## src/rtl/cpu_pkg.sv

```systemverilog
// rtl/cpu_pkg.sv - shared write-back select codes, LSU state encoding and default width
package cpu_pkg;

    localparam int XLEN_DEF = 32;

    localparam logic [1:0] WD_ALU  = 2'b00;
    localparam logic [1:0] WD_DRAM = 2'b01;
    localparam logic [1:0] WD_PC4  = 2'b10;
    localparam logic [1:0] WD_IMM  = 2'b11;

    typedef enum logic [0:0] {
        IDLE = 1'b0,
        BUS  = 1'b1
    } lsu_state_t;

endpackage

```

## src/rtl/mem_stage_lsu_if.sv

```systemverilog
// rtl/mem_stage_lsu_if.sv - req/ack data bus between the memory stage and data memory
interface mem_stage_lsu_if #(
    parameter int XLEN = 32
);
    logic            req;
    logic            we;
    logic [XLEN-1:0] addr;
    logic [XLEN-1:0] wdata;
    logic            ack;
    logic [XLEN-1:0] rdata;

    modport master (
        output req, we, addr, wdata,
        input  ack, rdata
    );

    modport slave (
        input  req, we, addr, wdata,
        output ack, rdata
    );
endinterface

```

## src/rtl/mem_stage_lsu_wb_data_mux.sv

```systemverilog
// rtl/mem_stage_lsu_wb_data_mux.sv - 4:1 write-back data select (ALU, load data, pc+4, imm)
module wb_data_mux
    import cpu_pkg::*;
#(
    parameter int XLEN = XLEN_DEF
) (
    input  logic [1:0]      wd_sel,
    input  logic [XLEN-1:0] alu,
    input  logic [XLEN-1:0] rdata,
    input  logic [XLEN-1:0] pc,
    input  logic [XLEN-1:0] imm,
    output logic [XLEN-1:0] wd
);

    // pick the value the instruction writes back to the register file
    always_comb begin
        wd = alu;
        case (wd_sel)
            WD_DRAM: wd = rdata;
            WD_PC4:  wd = pc + XLEN'(4);
            WD_IMM:  wd = imm;
            default: wd = alu;
        endcase
    end

endmodule

```

## src/rtl/mem_stage_lsu.sv

```systemverilog
// rtl/mem_stage_lsu.sv - memory stage with bus FSM and MEM/WB register; MEM_TIMEOUT_EN adds a bus timeout
module mem_stage_lsu
    import cpu_pkg::*;
#(
    parameter int              XLEN           = XLEN_DEF,
    parameter int              TIMEOUT_CYCLES = 255,
    parameter logic [XLEN-1:0] RESET_PC       = 32'hffff_fffc
) (
    input  logic              clk_cpu,
    input  logic              rst_cpu,
    input  logic [XLEN-1:0]   addr_mem,
    input  logic              rd_we_mem,
    input  logic              dram_we_mem,
    input  logic [1:0]        wd_sel_mem,
    input  logic [4:0]        rd_mem,
    input  logic [XLEN-1:0]   rD2_mem,
    input  logic [XLEN-1:0]   imm_mem,
    input  logic [XLEN-1:0]   pc_mem,
    input  logic              flag_mem,
    output logic              stall_mem,
    mem_stage_lsu_if.master   dbus,
    output logic              rd_we_wb,
    output logic [4:0]        rd_wb,
    output logic [XLEN-1:0]   wD_wb,
    output logic [XLEN-1:0]   pc_wb,
    output logic              flag_wb,
    output logic              misalign_wb,
    output logic              bus_err_wb
);

    localparam logic [0:0] ST_IDLE = IDLE;
    localparam logic [0:0] ST_BUS  = BUS;

    logic [0:0]      state;
    logic            memop;
    logic            misalign;
    logic            rd_we_eff;
    logic            expire;
    logic            capture;
    logic [XLEN-1:0] wd_next;

    assign memop     = dram_we_mem | (wd_sel_mem == WD_DRAM);
    assign misalign  = memop & (addr_mem[1:0] != 2'b00);
    assign rd_we_eff = rd_we_mem & (rd_mem != 5'd0);
    // an instruction retires into MEM/WB either straight from IDLE or on the bus ack
    assign capture   = ((state == ST_IDLE) & ~memop) | ((state == ST_BUS) & dbus.ack);

`ifdef MEM_TIMEOUT_EN
    localparam int CW = $clog2(TIMEOUT_CYCLES + 1);

    logic [CW-1:0] to_cnt;

    // ack in the expiry cycle takes priority, so expiry requires no ack
    assign expire = (state == ST_BUS) & ~dbus.ack & (to_cnt == CW'(TIMEOUT_CYCLES));

    // counts BUS cycles without ack; held at zero in IDLE so it starts fresh on BUS entry
    always_ff @(posedge clk_cpu) begin
        if (rst_cpu || state == ST_IDLE) begin
            to_cnt <= '0;
        end else if (!dbus.ack && !expire) begin
            to_cnt <= to_cnt + 1'b1;
        end
    end
`else
    logic unused_cfg;

    assign expire     = 1'b0;
    assign unused_cfg = (TIMEOUT_CYCLES == 0);
`endif

    wb_data_mux #(.XLEN(XLEN)) u_wb_mux (
        .wd_sel (wd_sel_mem),
        .alu    (addr_mem),
        .rdata  (dbus.rdata),
        .pc     (pc_mem),
        .imm    (imm_mem),
        .wd     (wd_next)
    );

    // hold the front of the pipe until the bus op for the current instruction resolves
    always_comb begin
        stall_mem = 1'b0;
        if (!rst_cpu) begin
            if (state == ST_IDLE) begin
                stall_mem = memop;
            end else begin
                stall_mem = ~dbus.ack & ~expire;
            end
        end
    end

    // bus FSM: launch a word access from IDLE, keep it stable until ack or timeout
    always_ff @(posedge clk_cpu) begin
        if (rst_cpu) begin
            state      <= ST_IDLE;
            dbus.req   <= 1'b0;
            dbus.we    <= 1'b0;
            dbus.addr  <= '0;
            dbus.wdata <= '0;
        end else if (state == ST_IDLE) begin
            if (memop) begin
                state      <= ST_BUS;
                dbus.req   <= 1'b1;
                dbus.we    <= dram_we_mem;
                dbus.addr  <= {addr_mem[XLEN-1:2], 2'b00};
                dbus.wdata <= rD2_mem;
            end
        end else if (dbus.ack || expire) begin
            state    <= ST_IDLE;
            dbus.req <= 1'b0;
        end
    end

    // MEM/WB register: retire, abort with bus error, or insert a bubble
    always_ff @(posedge clk_cpu) begin
        if (rst_cpu) begin
            rd_we_wb    <= 1'b0;
            rd_wb       <= 5'd0;
            wD_wb       <= '0;
            pc_wb       <= RESET_PC;
            flag_wb     <= 1'b0;
            misalign_wb <= 1'b0;
            bus_err_wb  <= 1'b0;
        end else if (capture) begin
            rd_we_wb    <= rd_we_eff;
            rd_wb       <= rd_mem;
            wD_wb       <= wd_next;
            pc_wb       <= pc_mem;
            flag_wb     <= flag_mem;
            misalign_wb <= misalign;
            bus_err_wb  <= 1'b0;
        end else if (expire) begin
            rd_we_wb    <= 1'b0;
            rd_wb       <= rd_mem;
            pc_wb       <= pc_mem;
            flag_wb     <= flag_mem;
            misalign_wb <= misalign;
            bus_err_wb  <= 1'b1;
        end else begin
            rd_we_wb    <= 1'b0;
        end
    end

endmodule

```

## src/flat_wrapper.sv

```systemverilog
// flat-port wrapper written by rule: the top's interface ports become plain ports
module mem_stage_lsu_flat import cpu_pkg::*;
#(
    parameter int              XLEN           = XLEN_DEF,
    parameter int              TIMEOUT_CYCLES = 255,
    parameter logic [XLEN-1:0] RESET_PC       = 32'hffff_fffc
)
  (clk_cpu, rst_cpu, addr_mem, rd_we_mem, dram_we_mem, wd_sel_mem, rd_mem, rD2_mem, imm_mem, pc_mem, flag_mem, stall_mem, rd_we_wb, rd_wb, wD_wb, pc_wb, flag_wb, misalign_wb, bus_err_wb, dbus_req, dbus_we, dbus_addr, dbus_wdata, dbus_ack, dbus_rdata);
  mem_stage_lsu_if #(.XLEN(XLEN)) dbus_i ();
  input  logic clk_cpu;
  input  logic rst_cpu;
  input  logic [XLEN-1:0] addr_mem;
  input  logic rd_we_mem;
  input  logic dram_we_mem;
  input  logic [1:0] wd_sel_mem;
  input  logic [4:0] rd_mem;
  input  logic [XLEN-1:0] rD2_mem;
  input  logic [XLEN-1:0] imm_mem;
  input  logic [XLEN-1:0] pc_mem;
  input  logic flag_mem;
  output logic stall_mem;
  output logic rd_we_wb;
  output logic [4:0] rd_wb;
  output logic [XLEN-1:0] wD_wb;
  output logic [XLEN-1:0] pc_wb;
  output logic flag_wb;
  output logic misalign_wb;
  output logic bus_err_wb;
  output wire logic [$bits(dbus_i.req)-1:0] dbus_req;
  output wire logic [$bits(dbus_i.we)-1:0] dbus_we;
  output wire logic [$bits(dbus_i.addr)-1:0] dbus_addr;
  output wire logic [$bits(dbus_i.wdata)-1:0] dbus_wdata;
  input wire logic [$bits(dbus_i.ack)-1:0] dbus_ack;
  input wire logic [$bits(dbus_i.rdata)-1:0] dbus_rdata;
  assign dbus_req = dbus_i.req;
  assign dbus_we = dbus_i.we;
  assign dbus_addr = dbus_i.addr;
  assign dbus_wdata = dbus_i.wdata;
  assign dbus_i.ack = dbus_ack;
  assign dbus_i.rdata = dbus_rdata;
  mem_stage_lsu #(.XLEN(XLEN), .TIMEOUT_CYCLES(TIMEOUT_CYCLES), .RESET_PC(RESET_PC)) u_core (.clk_cpu(clk_cpu), .rst_cpu(rst_cpu), .addr_mem(addr_mem), .rd_we_mem(rd_we_mem), .dram_we_mem(dram_we_mem), .wd_sel_mem(wd_sel_mem), .rd_mem(rd_mem), .rD2_mem(rD2_mem), .imm_mem(imm_mem), .pc_mem(pc_mem), .flag_mem(flag_mem), .stall_mem(stall_mem), .dbus(dbus_i), .rd_we_wb(rd_we_wb), .rd_wb(rd_wb), .wD_wb(wD_wb), .pc_wb(pc_wb), .flag_wb(flag_wb), .misalign_wb(misalign_wb), .bus_err_wb(bus_err_wb));
endmodule
```

## config.mk

```make
export PLATFORM = sky130hd
export DESIGN_NAME = mem_stage_lsu_flat
export DESIGN_NICKNAME = d
export VERILOG_FILES = /design/src/rtl/cpu_pkg.sv /design/src/rtl/mem_stage_lsu_if.sv /design/src/rtl/mem_stage_lsu_wb_data_mux.sv /design/src/rtl/mem_stage_lsu.sv /design/src/flat_wrapper.sv
export SDC_FILE = /design/constraint.sdc
export NUM_CORES = 1
export LEC_CHECK = 0
export CAP_MARGIN = 5
export CORE_MARGIN = 2
export CORE_UTILIZATION = 35
export CTS_CLUSTER_DIAMETER = 50
export DETAILED_ROUTE_END_ITERATION = 10
export HOLD_SLACK_MARGIN = 0.12
export PLACE_DENSITY = 0.69
export SLEW_MARGIN = 0
export SYNTH_ARGS = -nofsm -noshare
export SYNTH_HDL_FRONTEND = slang
export SYNTH_SLANG_ARGS = --single-unit
```

## constraint.sdc

```tcl
create_clock -name clk_cpu -period 5.3 [get_ports clk_cpu]
set_clock_uncertainty 0.1 [all_clocks]
set_input_delay 1.325 -clock clk_cpu [delete_from_list [all_inputs] [get_ports clk_cpu]]
set_output_delay 1.325 -clock clk_cpu [all_outputs]
set_load 0.1 [all_outputs]
```

==> flow_summary.ini, run 1 <==
[outcome]
status = finished clean

[sta]
finalCriticalPeriod_ps = 4150
relSlewSlack_pct = 29.8
hold_violations = 0
rsz0062_at_grt = false
fin_tns_setup_ps = 0
setup_viol_count_final = 0
worstMarginPinSlew_ps = 1050
slew_violations = 0
max_freq_mhz = 241
worst_slack_ps = 1150
fin_crit_sh_pct = 78.4
whs_ps = 351

[synthesis]
synth_area_leaders = dfxtp_1 (44%), nand2_1 (14%), a21oi_1 (7.7%), mux4_2 (3.3%), nand3_1 (2.7%)
synth_fa_ha_area_share_pct = 0.201
synth_top_area_share_pct = 44.1
synth-simple-area-share_pct = 24.1
ys.warnings.count = 0
ys.flop_type = dfxtp_1
synth_top_family_by_area = simple AND/OR/NAND/NOR gates
synth_xor_area_share_pct = 3.10
netlist-cell-type-count = 57
synthArstFlopShare_pct = 0
yosysSeqAreaShare_pct = 44.1
synth_area_per_cell_um2 = 8.15
synth_compound_area_share_pct = 16.4
synth.area.mux_share_pct = 7.14
yosys_register_bits = 137
netlist_area_mm2 = 0.00622
synth_edf_count = 0
synth_top_cell_by_area = dfxtp_1
syn_inst = 763

[floorplan]
rows = 48
start_util_pct = 35.8
die_h_um = 137
io_pins = 313
die_area_mm2 = 0.0189
die_w_um = 137
core_mm2 = 0.0174

[power_and_ir_drop]
p_leak_uw = 0.00375
finalPower_uw = 3590
peakVddDrop_mv = 0.238
p_per_area_mw_per_mm2 = 360

[grt]
antenna_found_initial = 0
grt_max_degree = 52
grt_overflow_total = 0
track_usage_pct = 24.2
grt_pass1_vias = 6155
grt_pass1_wl_um = 34300

[placement]
preCtsSetupSlack_ps = 1180
hpwl_um = 17300
io_buffer_count = 309
place_congestion = 0.964

[clock_network]
cts_inserted_buffers = 17
holdBufCountCts = 0
clk_pin_slew_ps = 50
cts.sinks = 137
post_cts_resized = 0
cts_tree = done
htreeDepth = 4
cts_root_buf = clkbuf_16
insertion_delay_ps = 400
cts.path.max_buffers = 2
cts_setup_buffers = 0

[setup_path]
worstPathMaxFanout = 15
slowest_delay_ps = 600
endpoint_kind = output pin
start_kind = input port
critical_path_class = input port to output pin
crit_family = buffers and inverters
cp.arrival_ps = 2730
cp.required_ps = 3880
critical_path.cell_chain = clkdlybuf4s50_1, o31ai_4, nor2_1, buf_4, buf_12
crit_buf_inv = 3
slowest_stage = clkdlybuf4s50_1

[final_layout]
area_delta_synth_final_pct = 60.1
antenna_cells = 0
fin_util_pct = 57.4
nNetsFinal = 1218
drive_gt1_share_pct = 7.40

[routing]
first_pass_iters = 5
wl_per_cell_um = 18.4
drc = 0
drt_iter0_markers = 307
wirelength_um = 23500
postRouteAntennaNets = 0
via_count = 6501
viasPerCell = 5.08

[job]
maxCapViolCount = 0

[min_path]
hold_path_class = register to register
kinds of logic after synthesis:
family,Yosys count
DFF,137
xor gates and xnor gates,22
buffers and inverters,65
adders and majority gates,1
AOI/OAI and AO/OA,167
muxes,32
and+or+nand+nor,338
other,1
power breakdown:
part | switching, uW | internal, uW
logic | 933 | 363
registers | 44.4 | 1120
clock network | 423 | 707
total | 1400 | 2190
cells in the final DEF, fill, tap and decap left out, types with 4 or more instances in the layout:
cell type,count
a211oi_1,9
a21oi_1,96
a221o_1,8
a32o_1,4
buf_4,10
clkbuf_16,17
clkdlybuf4s50_1,305
dfxtp_1,137
inv_1,7
mux2_2,9
mux2i_1,14
mux4_2,9
nand2_1,230
nand3_1,34
nand4_1,9
nor2_1,24
nor3_1,10
nor4_1,4
nor4_2,4
o211ai_1,8
o21ai_0,16
o22ai_1,7
xnor2_1,14
xor2_1,8
stage by stage:
step | std cells | area (um2)
2_1_floorplan | 765 | 6230
3_3_place_gp | 1250 | 9400
3_5_place_dp | 1250 | 9400
4_1_cts | 1279 | 9960
5_1_grt | 1279 | 9960
6_report | 1279 | 9960
path summary, 6_finish.rpt:
path / start / endpoint / slack (ps) / cells after the start
worst max register to register: u_core.state$_SDFF_PP0_ / u_core.pc_wb[19]$_SDFFE_PP1N_ / 2860 / 5
worst min-delay path: u_core.wD_wb[3]$_SDFFE_PP0N_ / u_core.wD_wb[3]$_SDFFE_PP0N_ / 350 / 2
worst min register to register: u_core.wD_wb[3]$_SDFFE_PP0N_ / u_core.wD_wb[3]$_SDFFE_PP0N_ / 350 / 2
worst max-delay path: dram_we_mem / stall_mem / 1150 / 5
Yosys cell counts, types with 2 or more instances:
library cell,number
nor4_1,4
xnor2_1,14
o21ai_0,16
o21ai_1,2
a221o_1,8
clkbuf_1,22
nor4_2,4
nand2_1,230
mux4_2,9
a22oi_1,2
or3_1,2
nor3_1,10
mux2_2,9
and4_1,3
nor2_1,24
a21oi_1,96
a32o_1,4
buf_1,3
or2_2,2
o211ai_1,8
xor2_1,8
a211oi_1,9
o22ai_1,7
nand4_1,9
nand3_1,34
a21o_1,2
a211oi_2,3
dfxtp_1,137
and4_2,2
and3_1,3
nand2b_1,2
buf_4,6
inv_1,7
mux2i_1,14
buf_2,26
worst register-to-register path, delay by kind of cell, from the launching register on:
kind                   cells  cell delay (ps)
AOI/OAI and AO/OA          2              940
buffers and inverters      2              680
DFF                        1              380
and+or+nand+nor            1              170
layout make-up:
| class | instances | area (um2) |
|---|---|---|
| clock buffer | 21 | 460 |
| multi-input combinational | 563 | 3200 |
| fill | 1657 | 7390 |
| timing repair buffer | 318 | 3160 |
| inverter | 7 | 26.3 |
| clock inverter | 8 | 98.8 |
| sequential | 137 | 2740 |
| tap | 225 | 282 |
metal layers:
| metal | share of wire (%) | global-route usage [%] | vias to the layer above | wire length, um |
|---|---|---|---|---|
| li1 | - | - | 3200 | - |
| met1 | 41 | 28.5 | 3020 | 9690 |
| met2 | 47 | 40.6 | 247 | 11100 |
| met3 | 9.0 | 8.17 | 34 | 2130 |
| met4 | 2.6 | 9.11 | 0 | 604 |
| met5 | 0 | 0 | - | 0 |
flip-flops by register name, summed over array words and instances, names as in the netlist:
signal and count:
u_core.pc_wb 32, u_core.misalign_wb 1, u_core.rd_wb 5, u_core.dbus.addr 30, u_core.flag_wb 1, u_core.wD_wb 32
u_core.rd_we_wb 1, u_core.dbus.we 1, u_core.state 1, u_core.dbus.wdata 32, u_core.dbus.req 1
No activity file was read; power rests on OpenSTA's default activity.
==> run 2: changes to the inputs <==
==> constraint.sdc (replaced) <==
create_clock -name clk_cpu -period 4.2 [get_ports clk_cpu]
set_clock_uncertainty 0.1 [all_clocks]
set_input_delay 1.05 -clock clk_cpu [delete_from_list [all_inputs] [get_ports clk_cpu]]
set_output_delay 1.05 -clock clk_cpu [all_outputs]
set_load 0.1 [all_outputs]
==> flow_summary.ini, run 2 (synthesis results as in run 1) <==
[setup_path]
cp.required_ps = 3050
cp.arrival_ps = 2260
r2r_slack_ps = 2130
r2r_end = u_core.wD_wb[28]$_SDFFE_PP0N_
ff2ff_path_depth = 6
worstPathMaxFanout = 5
r2r_start = u_core.state$_SDFF_PP0_
endpoint_kind = output pin
critical_path_class = input port to output pin
start_kind = input port

[clock_network]
htreeDepth = 4
cts_inserted_buffers = 17
holdBufCountCts = 0
clk_pin_slew_ps = 50
insertion_delay_ps = 430
cts_tree = done
cts.path.max_buffers = 2
cts.sinks = 137
cts_root_buf = clkbuf_16
cts_setup_buffers = 0
post_cts_resized = 0

[placement]
post_dp_cell_area_mm2 = 0.00946
hpwl_um = 17500
io_buffer_count = 309
place_congestion = 0.965
preCtsSetupSlack_ps = 822

[final_layout]
drive_gt1_share_pct = 7.93
area_delta_synth_final_pct = 61.6
nNetsFinal = 1220
mostFrequentLayoutCell = clkdlybuf4s50_1
stdcell_area_mm2 = 0.0101
reg_top3 = u_core.dbus.wdata: 32 flops, u_core.pc_wb: 32 flops, u_core.wD_wb: 32 flops
layout_common_cells = clkdlybuf4s50_1 (305), nand2_1 (230), dfxtp_1 (137), a21oi_1 (96), nand3_1 (34)
antenna_cells = 0
nFillCells = 1605

[routing]
drt_iter0_markers = 299
first_pass_iters = 4
postRouteAntennaNets = 0
via_count = 6495
viasPerCell = 5.06
wirelength_um = 24100
drc = 0
wl_per_cell_um = 18.8

[min_path]
hold_path_class = register to register
hold_depth = 2
hp-start = u_core.wD_wb[20]$_SDFFE_PP0N_
min_to = u_core.wD_wb[20]$_SDFFE_PP0N_

[sta]
rsz0062_at_grt = false
slew_violations = 0
fin_crit_sh_pct = 81.1
whs_ps = 346
worstMarginPinSlew_ps = 1060
fin_tns_setup_ps = 0
worst_slack_ps = 792
max_freq_mhz = 293
hold_violations = 0
setup_viol_count_final = 0
relSlewSlack_pct = 29.3
finalCriticalPeriod_ps = 3410

[floorplan]
rows = 48
core_mm2 = 0.0174
io_pins = 313
die_w_um = 137
start_util_pct = 35.8
die_area_mm2 = 0.0189
die_h_um = 137

[grt]
track_usage_pct = 24.8
grt_max_degree = 82
grt_pass1_vias = 6108
antenna_found_initial = 0
grt_pass1_wl_um = 35100
grt_overflow_total = 0

[outcome]
status = finished clean

[power_and_ir_drop]
peakVddDrop_mv = 0.282
p_leak_uw = 0.00378
finalPower_uw = 4640
p_per_area_mw_per_mm2 = 462

[job]
maxCapViolCount = 0
==> run 2: changes by cell type in the layout (fill, tap and decap cells not counted) <==
| cell | previous run | this run |
|---|---|---|
| clkinv_2 | 3 | 1 |
| inv_6 | 0 | 3 |
| clkinv_4 | 1 | 3 |
| clkbuf_1 | 2 | 1 |
| buf_12 | 1 | 4 |
| clkinvlp_4 | 2 | 3 |
| buf_4 | 10 | 9 |
==> run 2: power by group <==
| group | switching (uW) | total, uW | internal [uW] |
|---|---|---|---|
| sequential | 56.3 | 1470 | 1410 |
| combinational | 1180 | 1650 | 466 |
| clock | 613 | 1530 | 912 |
| total | 1850 | 4640 | 2790 |
==> run 2: layout make-up <==
class | instances | area [um2] | area share, %
Clock inverter | 12 | 140 | 1.39
Timing Repair Buffer | 320 | 3210 | 31.9
Multi-Input combinational cell | 563 | 3200 | 31.8
Tap cell | 225 | 282 | 2.80
Inverter | 7 | 26.3 | 0.261
Sequential cell | 137 | 2740 | 27.3
Clock buffer | 20 | 457 | 4.54
==> run 2: worst max path at each step <==
stage | startpoint | end | depth (start not counted)
5_1_grt | dram_we_mem | stall_mem | 4
3_3_place_gp | dram_we_mem | stall_mem | 4
3_5_place_dp | dram_we_mem | stall_mem | 4
4_1_cts | dram_we_mem | stall_mem | 4
6_report | dram_we_mem | stall_mem | 4
2_1_floorplan | wd_sel_mem[0] | stall_mem | 5
==> run 2: through the flow <==
stage	utilization [%]	std cells
floorplan	-	765
global route	57.9	1284
detailed placement	54.5	1252
CTS	57.9	1284
global placement	54.5	1252
finish	57.9	1284
==> run 2: worst max-delay path, cell delays in order <==
cell             delay, ps
clkdlybuf4s50_1        520
o31ai_4                350
nor2_1                 140
buf_12                 190
==> run 2: metal layers <==
metal	part of all wire (%)	GRT usage [%]	up-vias
met1	43	30.7	3027
li1	-	-	3208
met2	47	41.5	232
met3	8.0	6.99	28
met4	1.8	8.30	0
met5	0	0	-
==> run 3: changes to the inputs <==
==> constraint.sdc (replaced) <==
create_clock -name clk_cpu -period 3.5 [get_ports clk_cpu]
set_clock_uncertainty 0.1 [all_clocks]
set_input_delay 0.875 -clock clk_cpu [delete_from_list [all_inputs] [get_ports clk_cpu]]
set_output_delay 0.875 -clock clk_cpu [all_outputs]
set_load 0.1 [all_outputs]
==> flow_summary.ini, run 3 (synthesis results as in run 1) <==
[outcome]
status = finished clean

[placement]
io_buffer_count = 309
preCtsSetupSlack_ps = 427
post_dp_cell_area_mm2 = 0.00916
hpwl_um = 18000
place_congestion = 0.913

[sta]
worst_slack_ps = 381
fin_crit_sh_pct = 89.1
worstMarginPinSlew_ps = 577
relSlewSlack_pct = 61.6
fin_tns_setup_ps = 0
rsz0062_at_grt = false
finalCriticalPeriod_ps = 3120
max_freq_mhz = 321
setup_viol_count_final = 0
hold_violations = 0
slew_violations = 0

[setup_path]
crit_cells = 4
r2r_start = u_core.state$_SDFF_PP0_
ff2ff_path_depth = 5
crit_family = buffers and inverters
start_kind = input port
critical_path.cell_chain = clkdlybuf4s50_1, o31ai_4, nor2_1, buf_12
worstPathMaxFanout = 5
crit_buf_inv = 2
endpoint_kind = output pin
slowest_stage = clkdlybuf4s50_1
slowest_delay_ps = 640
r2r_end = u_core.wD_wb[7]$_SDFFE_PP0N_
cp.required_ps = 2520
critPathLaunch = dram_we_mem
critical_path_class = input port to output pin
r2r_slack_ps = 1580
endpoint = stall_mem
cp.arrival_ps = 2140

[routing]
via_count = 6496
wl_per_cell_um = 18.5
postRouteAntennaNets = 0
drc = 0
first_pass_iters = 5
drt_iter0_markers = 288
wirelength_um = 23900
viasPerCell = 5.03

[power_and_ir_drop]
p_per_area_mw_per_mm2 = 573
peakVddDrop_mv = 0.341
p_leak_uw = 0.00401

[clock_network]
insertion_delay_ps = 420
cts_tree = done
cts_setup_buffers = 0
cts.path.max_buffers = 2
post_cts_resized = 0
holdBufCountCts = 0
cts.sinks = 137
htreeDepth = 4
cts_inserted_buffers = 17
cts_root_buf = clkbuf_16
clk_pin_slew_ps = 60

[floorplan]
start_util_pct = 35.8
die_w_um = 137
die_area_mm2 = 0.0189
io_pins = 313
core_mm2 = 0.0174
die_h_um = 137
rows = 48

[grt]
grt_max_degree = 54
grt_pass1_wl_um = 35400
grt_overflow_total = 0
grt_pass1_vias = 6219
track_usage_pct = 24.8
antenna_found_initial = 1

[final_layout]
drive_gt1_share_pct = 21.2
nNetsFinal = 1227
area_delta_synth_final_pct = 57.1
stdcell_area_mm2 = 0.00978
layout_common_cells = nand2_1 (230), clkdlybuf4s50_1 (169), buf_4 (153), dfxtp_1 (137), a21oi_1 (96)
reg_top3 = u_core.dbus.wdata: 32 flops, u_core.pc_wb: 32 flops, u_core.wD_wb: 32 flops
mostFrequentLayoutCell = nand2_1

[min_path]
hold_path_class = register to register

[job]
maxCapViolCount = 0
[run 3: routing by layer]
| metal | vias to the layer above | track usage, % | part of all wire [%] |
|---|---|---|---|
| met5 | - | 0 | 0 |
| met1 | 3002 | 29.9 | 42 |
| met4 | 0 | 8.76 | 2.1 |
| met2 | 241 | 42.1 | 48 |
| li1 | 3224 | - | - |
| met3 | 29 | 7.06 | 8.1 |
[run 3: worst min path at each step]
| stage | depth (start not counted) | startpoint | slack (ps) | endpoint |
|---|---|---|---|---|
| finish | 2 | u_core.misalign_wb$_SDFFE_PP0N_ | 350 | u_core.misalign_wb$_SDFFE_PP0N_ |
| detailed placement | 2 | u_core.wD_wb[11]$_SDFFE_PP0N_ | 340 | u_core.wD_wb[11]$_SDFFE_PP0N_ |
| floorplan | 3 | u_core.state$_SDFF_PP0_ | 530 | u_core.dbus.addr[31]$_SDFFE_PP0P_ |
| global placement | 2 | u_core.wD_wb[11]$_SDFFE_PP0N_ | 340 | u_core.wD_wb[11]$_SDFFE_PP0N_ |
| CTS | 2 | u_core.misalign_wb$_SDFFE_PP0N_ | 350 | u_core.misalign_wb$_SDFFE_PP0N_ |
| global route | 2 | u_core.dbus.wdata[17]$_SDFFE_PP0P_ | 370 | u_core.dbus.wdata[17]$_SDFFE_PP0P_ |
[run 3: through the flow]
| stage | cells | hold slack, ps | utilization, % | total power, uW |
|---|---|---|---|---|
| floorplan | 765 | 535 | - | 3150 |
| global placement | 1259 | 339 | 52.8 | 3730 |
| detailed placement | 1259 | 344 | 52.8 | 3740 |
| CTS | 1290 | 353 | 56.3 | 5640 |
| global route | 1291 | 372 | 56.3 | 5790 |
| finish | 1291 | 352 | 56.3 | 5600 |
[run 3: cell type report]
cell class,count,area (um2)
Sequential cell,137,2740
Multi-Input combinational cell,563,3200
Clock buffer,19,443
Tap cell,225,282
Fill cell,1646,7580
Timing Repair Buffer,327,2910
Clock inverter,12,175
Antenna cell,1,2.50
Inverter,7,26.3
[run 3: worst min-delay path, cell delays in order, from the launching register on]
cell and delay (ps):
dfxtp_1 310, nand2_1 50, a21oi_1 50
[run 3: power by group]
part           switching [uW]  internal (uW)
Clock                     695           1200
Sequential               74.5           1700
Combinational            1410            518
